`src/rtl/decoder_pkg.sv`:
```
// decoder_pkg: shared definitions for the scanning decoder.
//   MODE_* / DIR_*  : encodings of the mode and dir inputs
//   MAX_N           : widest select the decode helper supports
//   onehot_decode() : bit idx set in a 2^MAX_N vector; callers truncate to 2^n
package decoder_pkg;

    localparam logic MODE_DIRECT = 1'b0;
    localparam logic MODE_SCAN   = 1'b1;
    localparam logic DIR_UP      = 1'b0;
    localparam logic DIR_DOWN    = 1'b1;

    localparam int MAX_N = 8;

    function automatic logic [(1<<MAX_N)-1:0] onehot_decode(input int n,
                                                             input logic [MAX_N-1:0] idx);
        logic [(1<<MAX_N)-1:0] r;
        r = '0;
        // Indices outside the 2^n live lines decode to nothing.
        if (int'(idx) < (1 << n))
            r[idx] = 1'b1;
        return r;
    endfunction

endpackage

```
`src/rtl/scan_prescaler.sv`:
```
// scan_prescaler: free-running 0..DIV-1 counter that paces the scan.
//   clk  : rising-edge clock
//   rst  : synchronous active-high reset, counter -> 0
//   en   : count enable; counter holds while low
//   clr  : synchronous clear to 0 (wins over en)
//   tick : terminal-count strobe, asserted while the count is about to wrap
module scan_prescaler #(
    parameter int DIV = 4
) (
    input  logic clk,
    input  logic rst,
    input  logic en,
    input  logic clr,
    output logic tick
);

    // One bit minimum so DIV=1 still has a (constant-zero) counter.
    localparam int W = (DIV > 1) ? $clog2(DIV) : 1;
    localparam logic [W-1:0] TC = W'(DIV - 1);

    logic [W-1:0] cnt;

    // A cleared cycle never counts as terminal, so a clear also swallows the step.
    assign tick = en & ~clr & (cnt == TC);

    always_ff @(posedge clk) begin
        if (rst)
            cnt <= '0;
        else if (clr)
            cnt <= '0;
        else if (en)
            cnt <= (cnt == TC) ? '0 : cnt + 1'b1;
    end

endmodule

```
`src/rtl/decoder_scan.sv`:
```
// decoder_scan: registered N-to-2^N one-hot decoder with an optional scan mode.
//   clk, rst : clock, synchronous active-high reset
//   en       : 0 blanks y, holds idx and prescaler, clears wrap
//   mode     : 0 direct decode of w, 1 scan
//   dir      : scan direction, 0 up / 1 down
//   load     : scan mode, load w into idx and restart the prescaler
//   w        : select value
//   y        : one-hot decode of idx, y[0] = line 0, inverted when ACTIVE_LOW
//   idx      : registered index
//   wrap     : one-cycle pulse when the scan index wraps around
module decoder_scan
    import decoder_pkg::*;
#(
    parameter int N          = 3,
    parameter int DIV        = 4,
    parameter bit ACTIVE_LOW = 1'b0
) (
    input  logic           clk,
    input  logic           rst,
    input  logic           en,
    input  logic           mode,
    input  logic           dir,
    input  logic           load,
    input  logic [N-1:0]   w,
    output logic [0:(1<<N)-1] y,
    output logic [N-1:0]   idx,
    output logic           wrap
);

    localparam int LINES = 1 << N;

    logic             mode_q;
    logic             mode_chg;
    logic             clr;
    logic             tick;
    logic [N-1:0]     idx_nxt;
    logic             wrap_nxt;
    logic [LINES-1:0] dec;
    logic [0:LINES-1] y_nxt;

    assign mode_chg = (mode != mode_q);

    // Prescaler restarts on a mode change, in direct mode, and on a load.
    assign clr = en & (mode_chg | (mode == MODE_DIRECT) | load);

    scan_prescaler #(.DIV(DIV)) u_pre (
        .clk  (clk),
        .rst  (rst),
        .en   (en),
        .clr  (clr),
        .tick (tick)
    );

    always_comb begin
        idx_nxt  = idx;
        wrap_nxt = 1'b0;
        if (mode == MODE_DIRECT || load) begin
            idx_nxt = w;
        end else if (tick) begin
            if (dir == DIR_UP) begin
                idx_nxt  = idx + 1'b1;
                wrap_nxt = &idx;
            end else begin
                idx_nxt  = idx - 1'b1;
                wrap_nxt = ~|idx;
            end
        end
    end

    // y is decoded from the next index so it lands on the same edge as idx.
    assign dec = LINES'(onehot_decode(N, MAX_N'(idx_nxt)));

    always_comb begin
        y_nxt = '0;
        for (int i = 0; i < LINES; i++)
            y_nxt[i] = dec[i] ^ ACTIVE_LOW;
    end

    always_ff @(posedge clk) begin
        if (rst) begin
            idx    <= '0;
            wrap   <= 1'b0;
            y      <= {LINES{ACTIVE_LOW}};
            mode_q <= MODE_DIRECT;
        end else if (!en) begin
            wrap   <= 1'b0;
            y      <= {LINES{ACTIVE_LOW}};
        end else begin
            idx    <= idx_nxt;
            wrap   <= wrap_nxt;
            y      <= y_nxt;
            mode_q <= mode;
        end
    end

endmodule

```
`config.mk`:
```
export PLATFORM = sky130hd
export DESIGN_NAME = decoder_scan
export DESIGN_NICKNAME = d
export VERILOG_FILES = /design/src/rtl/decoder_pkg.sv /design/src/rtl/scan_prescaler.sv /design/src/rtl/decoder_scan.sv
export SDC_FILE = /design/constraint.sdc
export NUM_CORES = 1
export LEC_CHECK = 0
export ABC_AREA = 1
export ABC_CLOCK_PERIOD_IN_PS = 1750
export BUFFER_PORTS_ARGS = -buffer_cell sky130_fd_sc_hd__buf_2
export CORE_UTILIZATION = 46
export CTS_BUF_LIST = sky130_fd_sc_hd__clkbuf_4
export CTS_CLUSTER_DIAMETER = 150
export DETAILED_ROUTE_END_ITERATION = 12
export GPL_ROUTABILITY_DRIVEN = 1
export PLACE_DENSITY = 0.82
export RECOVER_POWER = 25
export SYNTH_ARGS = -nofsm -noshare
export SYNTH_HDL_FRONTEND = slang
export SYNTH_HIERARCHICAL = 1
export SYNTH_SLANG_ARGS = --single-unit
```
`constraint.sdc`:
```
create_clock -name clk -period 1.75 [get_ports clk]
set_clock_uncertainty 0.1 [all_clocks]
set_input_delay 0.35 -clock clk [delete_from_list [all_inputs] [get_ports clk]]
set_output_delay 0.35 -clock clk [all_outputs]
set_load 0.05 [all_outputs]
```
==> results by group, run 1 <==
Worst setup path
  • Startpoint types: flop
  • Worst path required time: 1830 ps
  • Worst path arrival time: 1740 ps
  • Critical Path End Type: flop
  • Maximum fanout along the worst path: 4
  • Kind of critical path: reg -> reg

Route
  • DRT iter0 DRCs: 4
  • Residual DRC count: 0
  • Total wire length: 1.36 mm
  • Vias/cell: 5.06
  • 1st-pass router iterations: 4
  • Antenna viol nets, final: 0
  • Average wire per standard cell: 10.4 um
  • Detailed-route via count: 663

Cells and area
  • Filler cells: 126
  • Finished Cell Area: 875 um^2
  • Fin util: 0.656
  • Nets: 128
  • Inserted Diodes: 0
  • Area Overhead vs Synth: 28.3%
  • Share of cells above drive strength 1: 0.328

Die
  • Core area: 0.00133 mm^2
  • Placement Rows: 13
  • Die Y-Extent: 40.5 um
  • Die area: 0.00164 mm^2
  • Die W: 40.5 um
  • I/O pin total: 21
  • Initial cell density of the core: 0.511

Timing
  • Final Hold Vio Count: 0
  • Setup TNS: 0 ps
  • Final max-slew violation count: 0
  • Max Clock Freq: 600 MHz
  • Period minus WS final: 1670 ps
  • Final hold slack: 251 ps
  • Setup ws final: 82.9 ps
  • Max-slew headroom: 0.601
  • Final setup violation count: 0
  • Slew @ Worst Pin: 601 ps
  • Crit share post-route: 0.953

Synthesis
  • Post-synth EDFFs: 0
  • Count of cell types in the netlist: 23
  • Mapped Nets: 99
  • Asr flop ratio synth: 0
  • Synth Register Bits: 15
  • Mapped Cells: 88
  • Average size of a mapped cell: 7.75 um^2
  • Register area share after synthesis: 0.440
  • Post-Syn Area: 682 um^2
  • Primary FF master, synth: dfxtp_1
  • Yosys warnings: 6

Clocking
  • Clock-pin slew on the worst setup and hold paths: 90 ps
  • Clk sink count: 15
  • Num CTS Buffers: 3
  • Clock Latency Late Sink: 290 ps
  • Clock Path Buffers: 2
  • H-tree Lvls: 1
  • CTS tree: built
  • Root buffer cell: clkbuf_4

Placement
  • Place WS: -109 ps
  • Dpl cell area: 831 um^2
  • Half-perimeter wire length after placement: 1.07 mm
  • Global placer's final weighted congestion: 0.820
  • Port Buffers: 20

Global routing
  • First-pass GRT wire length: 1.97 mm
  • Number of global-route vias before repair: 504
  • Initial antenna violation count: 0
  • Global route overflow: 0
  • Gr usage total: 0.183
  • Largest net degree at the start of global routing: 10

Power and ir drop
  • Pwr dens: 807 mW/mm^2
  • Worst VDD drop: 0.434 mV
  • Leakage: 0.000418 uW

Hold path
  • Worst min-delay path category: in -> reg

Job
  • Maxcap violations: 0

Status
  • Status: complete, no violations
## through the flow
stage          std cells  total power (uW)
6_report             131               706
3_3_place_gp         126               506
3_5_place_dp         126               511
4_1_cts              130               702
5_1_grt              131               740
2_1_floorplan         88               469
## report_power, final
part / switching [uW] / internal [uW] / leakage [uW]
logic: 99.9 / 48.3 / 0.000276
clock network: 111 / 84.9 / 0.0000177
registers: 8.05 / 354 / 0.000124
total: 219 / 487 / 0.000418
## routing by layer
layer | up-vias | global-route usage | share of wire
met2 | 26 | 0.310 | 0.46
met1 | 300 | 0.236 | 0.47
met5 | - | 0 | 0
li1 | 335 | - | -
met3 | 2 | 0.0333 | 0.057
met4 | 0 | 0.0500 | 0.011
## Yosys cell counts, drive strengths merged (2+ instances only)
cell   instances  area share
a21oi          2       0.015
nand3          9       0.073
nand2         17        0.10
o21ai          5       0.042
a31oi          2       0.018
nor2          16        0.12
inv           14       0.077
dfxtp         15        0.44
## critical path, cell delays in order (launching register included)
cell	delay, ps
dfxtp_4	360
inv_1	70
fa_1	500
inv_1	40
nand2_1	70
nand3_2	100
o21ai_4	100
inv_2	60
nand3_1	110
nor2_1	50
## state kept, by name, summed over array words and instances, names as in the netlist
signal / count
idx: 3
mode_q: 1
u_pre/cnt: 2
wrap: 1
y: 8
## final cells by class
class	instances	area, um^2	area share
clock buffers	3	22.5	0.0258
multi-input cells	59	342	0.391
clock inverters	1	5.00	0.00572
inverters	14	52.6	0.0601
repair buffers	24	126	0.144
well taps	15	18.8	0.0215
flip-flops and latches	15	308	0.352
## placed cells by master, fill, tap and decap left out, drive strengths merged
| cell | synthesis | routed |
|---|---|---|
| nor2 | 16 | 16 |
| nand3 | 9 | 9 |
| ha | 1 | 1 |
| clkbuf | 0 | 7 |
| buf | 0 | 20 |
| o22ai | 1 | 1 |
| o211ai | 1 | 1 |
| or2 | 1 | 1 |
| clkinv | 0 | 1 |
| inv | 14 | 14 |
| o21ai | 5 | 5 |
| nand4 | 1 | 1 |
| a21oi | 2 | 2 |
| a31oi | 2 | 2 |
| fa | 1 | 1 |
| dfxtp | 15 | 15 |
| xnor2 | 1 | 1 |
| nand2 | 17 | 17 |
| nor3 | 1 | 1 |
## kinds of logic after synthesis
group           Yosys count  share of synthesized area
compound gates           11                      0.103
xor+xnor                  1                     0.0128
fa+ha+maj                 2                     0.0477
buf+inv                  14                     0.0771
flops                    15                      0.440
simple gates             45                      0.319
## what timing repair did
| action | 4_1_cts | 5_1_grt |
|---|---|---|
| setup endpoints to repair | 0 | 8 |
| resized for setup | 0 | 5 |
| buffers inserted | 0 | 1 |
| hold buffers | 0 | 0 |
## worst paths after layout
kind | startpoint | to | slack [ps] | cells after the start
max reg2reg | idx[0]$_SDFFE_PP0P_ | y[3]$_SDFF_PP0_ | 80 | 9
min | rst | u_pre/cnt[1]$_SDFFE_PP0P_ | 250 | 4
max | idx[0]$_SDFFE_PP0P_ | y[3]$_SDFF_PP0_ | 80 | 9
min reg2reg | mode_q$_SDFFE_PP0P_ | mode_q$_SDFFE_PP0P_ | 370 | 2
(Power assumes the default switching activity.)
==> inputs of run 2 (changes only) <==
- CORE_MARGIN: default -> 2
- PLACE_DENSITY: 0.82 -> 0.81
- SKIP_CTS_REPAIR_TIMING: default -> 1
- SYNTH_HIERARCHICAL: 1 -> default
==> run 2 against run 1 <==
  * Non-clock buffer count is 4 lower
  * Clock power grew 8%
  * First-iteration DRC count decreased by 50%
  * Total power is 0.82% higher
  * Routed wire length shrank 3.7%
  * Fmax up 10%
  * Sequential power about the same
  * Area after synthesis increased by 4.4%
  * Largest cell class unchanged
  * Largest power group unchanged
==> results by group, run 2 <==
Status
  • Status: complete, no violations

Synthesis
  • Average size of a mapped cell: 7.74 um^2
  • Synth Register Bits: 15
  • Register area share after synthesis: 0.422
  • Largest cells by area after synthesis: dfxtp_1 42%, nand2_1 9.5%, nand2_2 7.0%, nor2_1 5.8%, nand3_2 5.6%
  • Yosys warnings: 0
  • Count of cell types in the netlist: 19
  • Cell type with the largest total area after synthesis: dfxtp_1
  • Asr flop ratio synth: 0
  • Post-synth top cells: 18 x nand2_1, 15 x dfxtp_1, 11 x nor2_1
  • Mapped Cells: 92
  • Area fraction of the dominant cell type after synthesis: 0.422
  • Primary FF master, synth: dfxtp_1
  • Most common cell in the netlist: nand2_1
  • Post-Syn Area: 712 um^2
  • Mapped Nets: 103
  • Post-synth EDFFs: 0

Clocking
  • Clock-pin slew on the worst setup and hold paths: 80 ps
  • Num CTS Buffers: 3
  • Clk sink count: 15
  • Clock Path Buffers: 2
  • CTS tree: built
  • Clock Latency Late Sink: 280 ps
  • H-tree Lvls: 1
  • Root buffer cell: clkbuf_4

Placement
  • Global placer's final weighted congestion: 0.890
  • Port Buffers: 20
  • Half-perimeter wire length after placement: 1.10 mm
  • Post-placement cell count: 128
  • Dpl cell area: 835 um^2

Timing
  • Final setup violation count: 0
  • Final max-slew violation count: 0
  • Slew @ Worst Pin: 586 ps
  • Period minus WS final: 1510 ps
  • Crit share post-route: 0.864
  • Final Hold Vio Count: 0
  • Max Clock Freq: 661 MHz
  • Setup TNS: 0 ps
  • Max-slew headroom: 0.611
  • RSZ-0062 raised after global routing: no

Worst setup path
  • Worst path required time: 1870 ps
  • Reg-to-Reg End: y[3]$_SDFF_PP0_
  • Critical Path End Type: flop
  • Register-to-Register Setup Slack: 240 ps
  • Startpoint types: flop
  • Maximum fanout along the worst path: 6
  • Worst path arrival time: 1630 ps
  • Worst reg-to-reg path cell count: 7
  • R2R Path Start: idx[0]$_SDFFE_PP0P_
  • Kind of critical path: reg -> reg

Cells and area
  • Inserted Diodes: 0
  • Largest regs: y x8, idx x3, u_pre.cnt x2
  • Most common cell after layout, fill and taps aside: nand2_1
  • Max reg flops: 8
  • Area Overhead vs Synth: 20.4%
  • Final instance count without filler cells: 132
  • Most frequent cells in the layout: 19 x nand2_1, 18 x buf_2, 13 x dfxtp_1
  • Fin util: 0.582
  • Nets: 128
  • Finished Cell Area: 857 um^2
  • Biggest register: y
  • Share of cells above drive strength 1: 0.353

Die
  • Die Y-Extent: 43.3 um
  • Placement Rows: 14
  • I/O pin total: 21
  • Die area: 0.00188 mm^2
  • Die W: 43.3 um
  • Core area: 0.00147 mm^2
  • Initial cell density of the core: 0.484

Power and ir drop
  • Combinational share of power: 0.190
  • Psw: 210 uW
  • Total Power: 712 uW
  • Cell internal pwr: 502 uW
  • Worst VDD drop: 0.351 mV
  • Sw frac: 0.295
  • Leakage: 0.000432 uW
  • Flop pwr share: 0.513
  • Clock power share: 0.298
  • Pwr dens: 830 mW/mm^2

Job
  • Maxcap violations: 0

Route
  • Vias/cell: 4.83
  • Average wire per standard cell: 9.90 um
  • Antenna viol nets, final: 0
  • Residual DRC count: 0
  • Total wire length: 1.31 mm
  • Detailed-route via count: 638
  • DRT iter0 DRCs: 2
  • 1st-pass router iterations: 2

Global routing
  • First-pass GRT wire length: 2.13 mm
  • Initial antenna violation count: 0
  • Gr usage total: 0.151
  • Largest net degree at the start of global routing: 9
  • Number of global-route vias before repair: 581
  • Global route overflow: 0

Hold path
  • Worst hold path endpoint: idx[1]$_SDFFE_PP0P_
  • Hold Crit Depth: 2
  • HP Start: en
  • Worst min-delay path category: in -> reg
==> run 2: cell count changes after synthesis, sizes merged, moves of 2 or more <==
cell / previous run / this run
nand2: 17 / 26
inv: 14 / 11
a31oi: 2 / 0
or2: 1 / 3
nor2: 16 / 14
==> run 2: layer usage <==
layer / routed length [um] / up-vias / GRT usage
met5: 0 / - / 0
met4: 35 / 0 / 0.0727
met3: 70 / 5 / 0.0417
met2: 656 / 18 / 0.281
met1: 544 / 276 / 0.155
li1: - / 339 / -
==> run 2: worst max path at each step <==
stage,depth (start not counted),end,from,slack [ps]
6_report,7,y[3]$_SDFF_PP0_,idx[0]$_SDFFE_PP0P_,240
4_1_cts,7,y[3]$_SDFF_PP0_,idx[0]$_SDFFE_PP0P_,220
5_1_grt,8,y[3]$_SDFF_PP0_,idx[0]$_SDFFE_PP0P_,120
2_1_floorplan,7,y[3]$_SDFF_PP0_,idx[0]$_SDFFE_PP0P_,190
3_5_place_dp,8,y[3]$_SDFF_PP0_,dir,80
3_3_place_gp,8,y[7]$_SDFF_PP0_,dir,130
==> run 2: cell families (layout without fill, tap and decap cells) <==
kind of cell	count (synthesis)	after routing	synth area share
AOI/OAI and AO/OA	10	10	0.0791
adders and majority gates	2	2	0.0457
buffers and inverters	11	35	0.0580
DFF	15	15	0.422
and+or+nand+nor	54	54	0.395
==> run 2: power groups by stage <==
stage	logic (uW)	registers, uW	clock network, uW
floorplan	69.5	405	0
global placement	134	372	0
detailed placement	138	373	0
CTS	138	365	217
global route	149	367	227
finish	135	365	212
==> run 2: critical path, cell delays in order, from the launching register on <==
cell and delay, ps:
dfxtp_2 370, fa_1 500, inv_1 40, nand2_1 80, inv_1 70, nor2_4 110, nand2_1 80, nor2_1 100
==> run 2: metrics by stage <==
stage	hold slack, ps	setup WS (ps)
after global placement	354	135
after detailed placement	358	84.2
final	187	237
after floorplan	336	193
after global routing	198	123
after CTS	201	221
==> run 2: layout make-up <==
class | count | area, um^2
fill | 159 | 614
tap | 16 | 20.0
multi-input combinational | 66 | 365
sequential | 15 | 303
timing repair buffer | 20 | 97.6
inverter | 11 | 41.3
clock buffer | 4 | 30.0
==> inputs of run 3 (changes only) <==
- CORE_UTILIZATION: 46 -> 40
- PLACE_DENSITY: 0.81 -> 0.73
- SETUP_SLACK_MARGIN: default -> 0.4
==> run 3 against run 2 <==
  * Final area grew 11%
  * Sequential power is essentially flat
  * Critical path type is now reg -> out
  * Total power grew 2.1%
  * Die area grew 14%
  * Largest cell class unchanged
  * Sequential cell count is the same
==> results by group, run 3 (synthesis results as in run 2) <==
Die
  • Die Y-Extent: 46.2 um
  • Initial cell density of the core: 0.417
  • Core area: 0.00171 mm^2
  • Die W: 46.2 um
  • I/O pin total: 21
  • Die area: 0.00213 mm^2
  • Placement Rows: 15

Clocking
  • Clk sink count: 15
  • Num CTS Buffers: 3
  • H-tree Lvls: 1
  • Root buffer cell: clkbuf_4
  • Clock-pin slew on the worst setup and hold paths: 90 ps
  • Clock Path Buffers: 2
  • CTS tree: built
  • Clock Latency Late Sink: 280 ps

Timing
  • Final setup violation count: 0
  • Crit share post-route: 0.860
  • Max-slew headroom: 0.610
  • RSZ-0062 raised after global routing: yes
  • Max Clock Freq: 664 MHz
  • Setup TNS: 0 ps
  • Final max-slew violation count: 0
  • Period minus WS final: 1500 ps
  • Setup ws final: 245 ps
  • Final Hold Vio Count: 0
  • Slew @ Worst Pin: 587 ps

Worst setup path
  • Cell chain of the critical path: clkbuf_1
  • Kind of critical path: reg -> out
  • Register-to-Register Setup Slack: 260 ps
  • Maximum fanout along the worst path: 1
  • Family with the most delay on the worst path: buffers and inverters
  • Startpoint types: flop
  • Worst path arrival time: 1050 ps
  • Worst path required time: 1300 ps
  • CP Buf/Inv Count: 1
  • Slowest CP cell: clkbuf_1
  • Slowest stage delay, CP: 460 ps
  • Critical Path End Type: primary output

Job
  • Maxcap violations: 0

Status
  • Status: complete, no violations

Power and ir drop
  • Pwr dens: 767 mW/mm^2
  • Worst VDD drop: 0.392 mV
  • Leakage: 0.000453 uW

Hold path
  • Worst min-delay path category: in -> reg

Route
  • Average wire per standard cell: 11.3 um
  • Antenna viol nets, final: 0
  • 1st-pass router iterations: 4
  • Vias/cell: 4.68
  • Total wire length: 1.61 mm
  • Detailed-route via count: 669
  • Residual DRC count: 0
  • DRT iter0 DRCs: 5

Cells and area
  • Nets: 130
  • Share of cells above drive strength 1: 0.492
  • Area Overhead vs Synth: 33.0%
  • Max reg flops: 8
  • Final instance count without filler cells: 143
  • Largest regs: y x8, idx x3, u_pre.cnt x2
  • Most common cell after layout, fill and taps aside: buf_2
  • Biggest register: y
  • Most frequent cells in the layout: 17 x buf_2, 14 x nand2_1, 13 x dfxtp_1
  • Inserted Diodes: 0

Global routing
  • Initial antenna violation count: 0
  • First-pass GRT wire length: 2.44 mm
  • Gr usage total: 0.164
  • Largest net degree at the start of global routing: 10
  • Number of global-route vias before repair: 611
  • Global route overflow: 0

Placement
  • Place WS: 88.3 ps
  • Port Buffers: 20
  • Half-perimeter wire length after placement: 1.21 mm
  • Global placer's final weighted congestion: 0.817
  • Post-placement cell count: 137
[run 3: layout make-up]
| cell class | instances | area (um^2) |
|---|---|---|
| fillers | 157 | 761 |
| inverters | 11 | 41.3 |
| clock inverters | 1 | 5.00 |
| repair buffers | 22 | 126 |
| clock buffers | 3 | 22.5 |
| multi-input cells | 66 | 413 |
| well taps | 25 | 31.3 |
| flip-flops and latches | 15 | 308 |
[run 3: metrics by stage]
| stage | hold slack, ps | instance area [um^2] | util | power [uW] |
|---|---|---|---|---|
| after floorplan | 333 | 723 | - | 474 |
| after global placement | 360 | 855 | 0.500 | 507 |
| after detailed placement | 357 | 855 | 0.500 | 512 |
| after CTS | 194 | 882 | 0.516 | 707 |
| after global routing | 191 | 947 | 0.555 | 770 |
| final | 197 | 947 | 0.555 | 727 |
[run 3: power by group]
| part | switching, uW | internal [uW] |
|---|---|---|
| Clock | 113 | 84.7 |
| Sequential | 10.4 | 353 |
| Combinational | 108 | 57.8 |
[run 3: path summary, 6_finish.rpt]
check / startpoint / end / depth (start not counted)
max: wrap$_SDFF_PP0_ / wrap / 1
min: en / idx[1]$_SDFFE_PP0P_ / 2
max reg2reg: idx[0]$_SDFFE_PP0P_ / y[4]$_SDFF_PP0_ / 6
min reg2reg: u_pre.cnt[1]$_SDFFE_PP0P_ / u_pre.cnt[1]$_SDFFE_PP0P_ / 2
[run 3: metal layers]
metal  vias up  wire length, um  track usage
met5         -                0            0
met4         0               38        0.109
met3         7               57       0.0353
met2        20              869        0.278
met1       301              645        0.180
li1        341                -            -
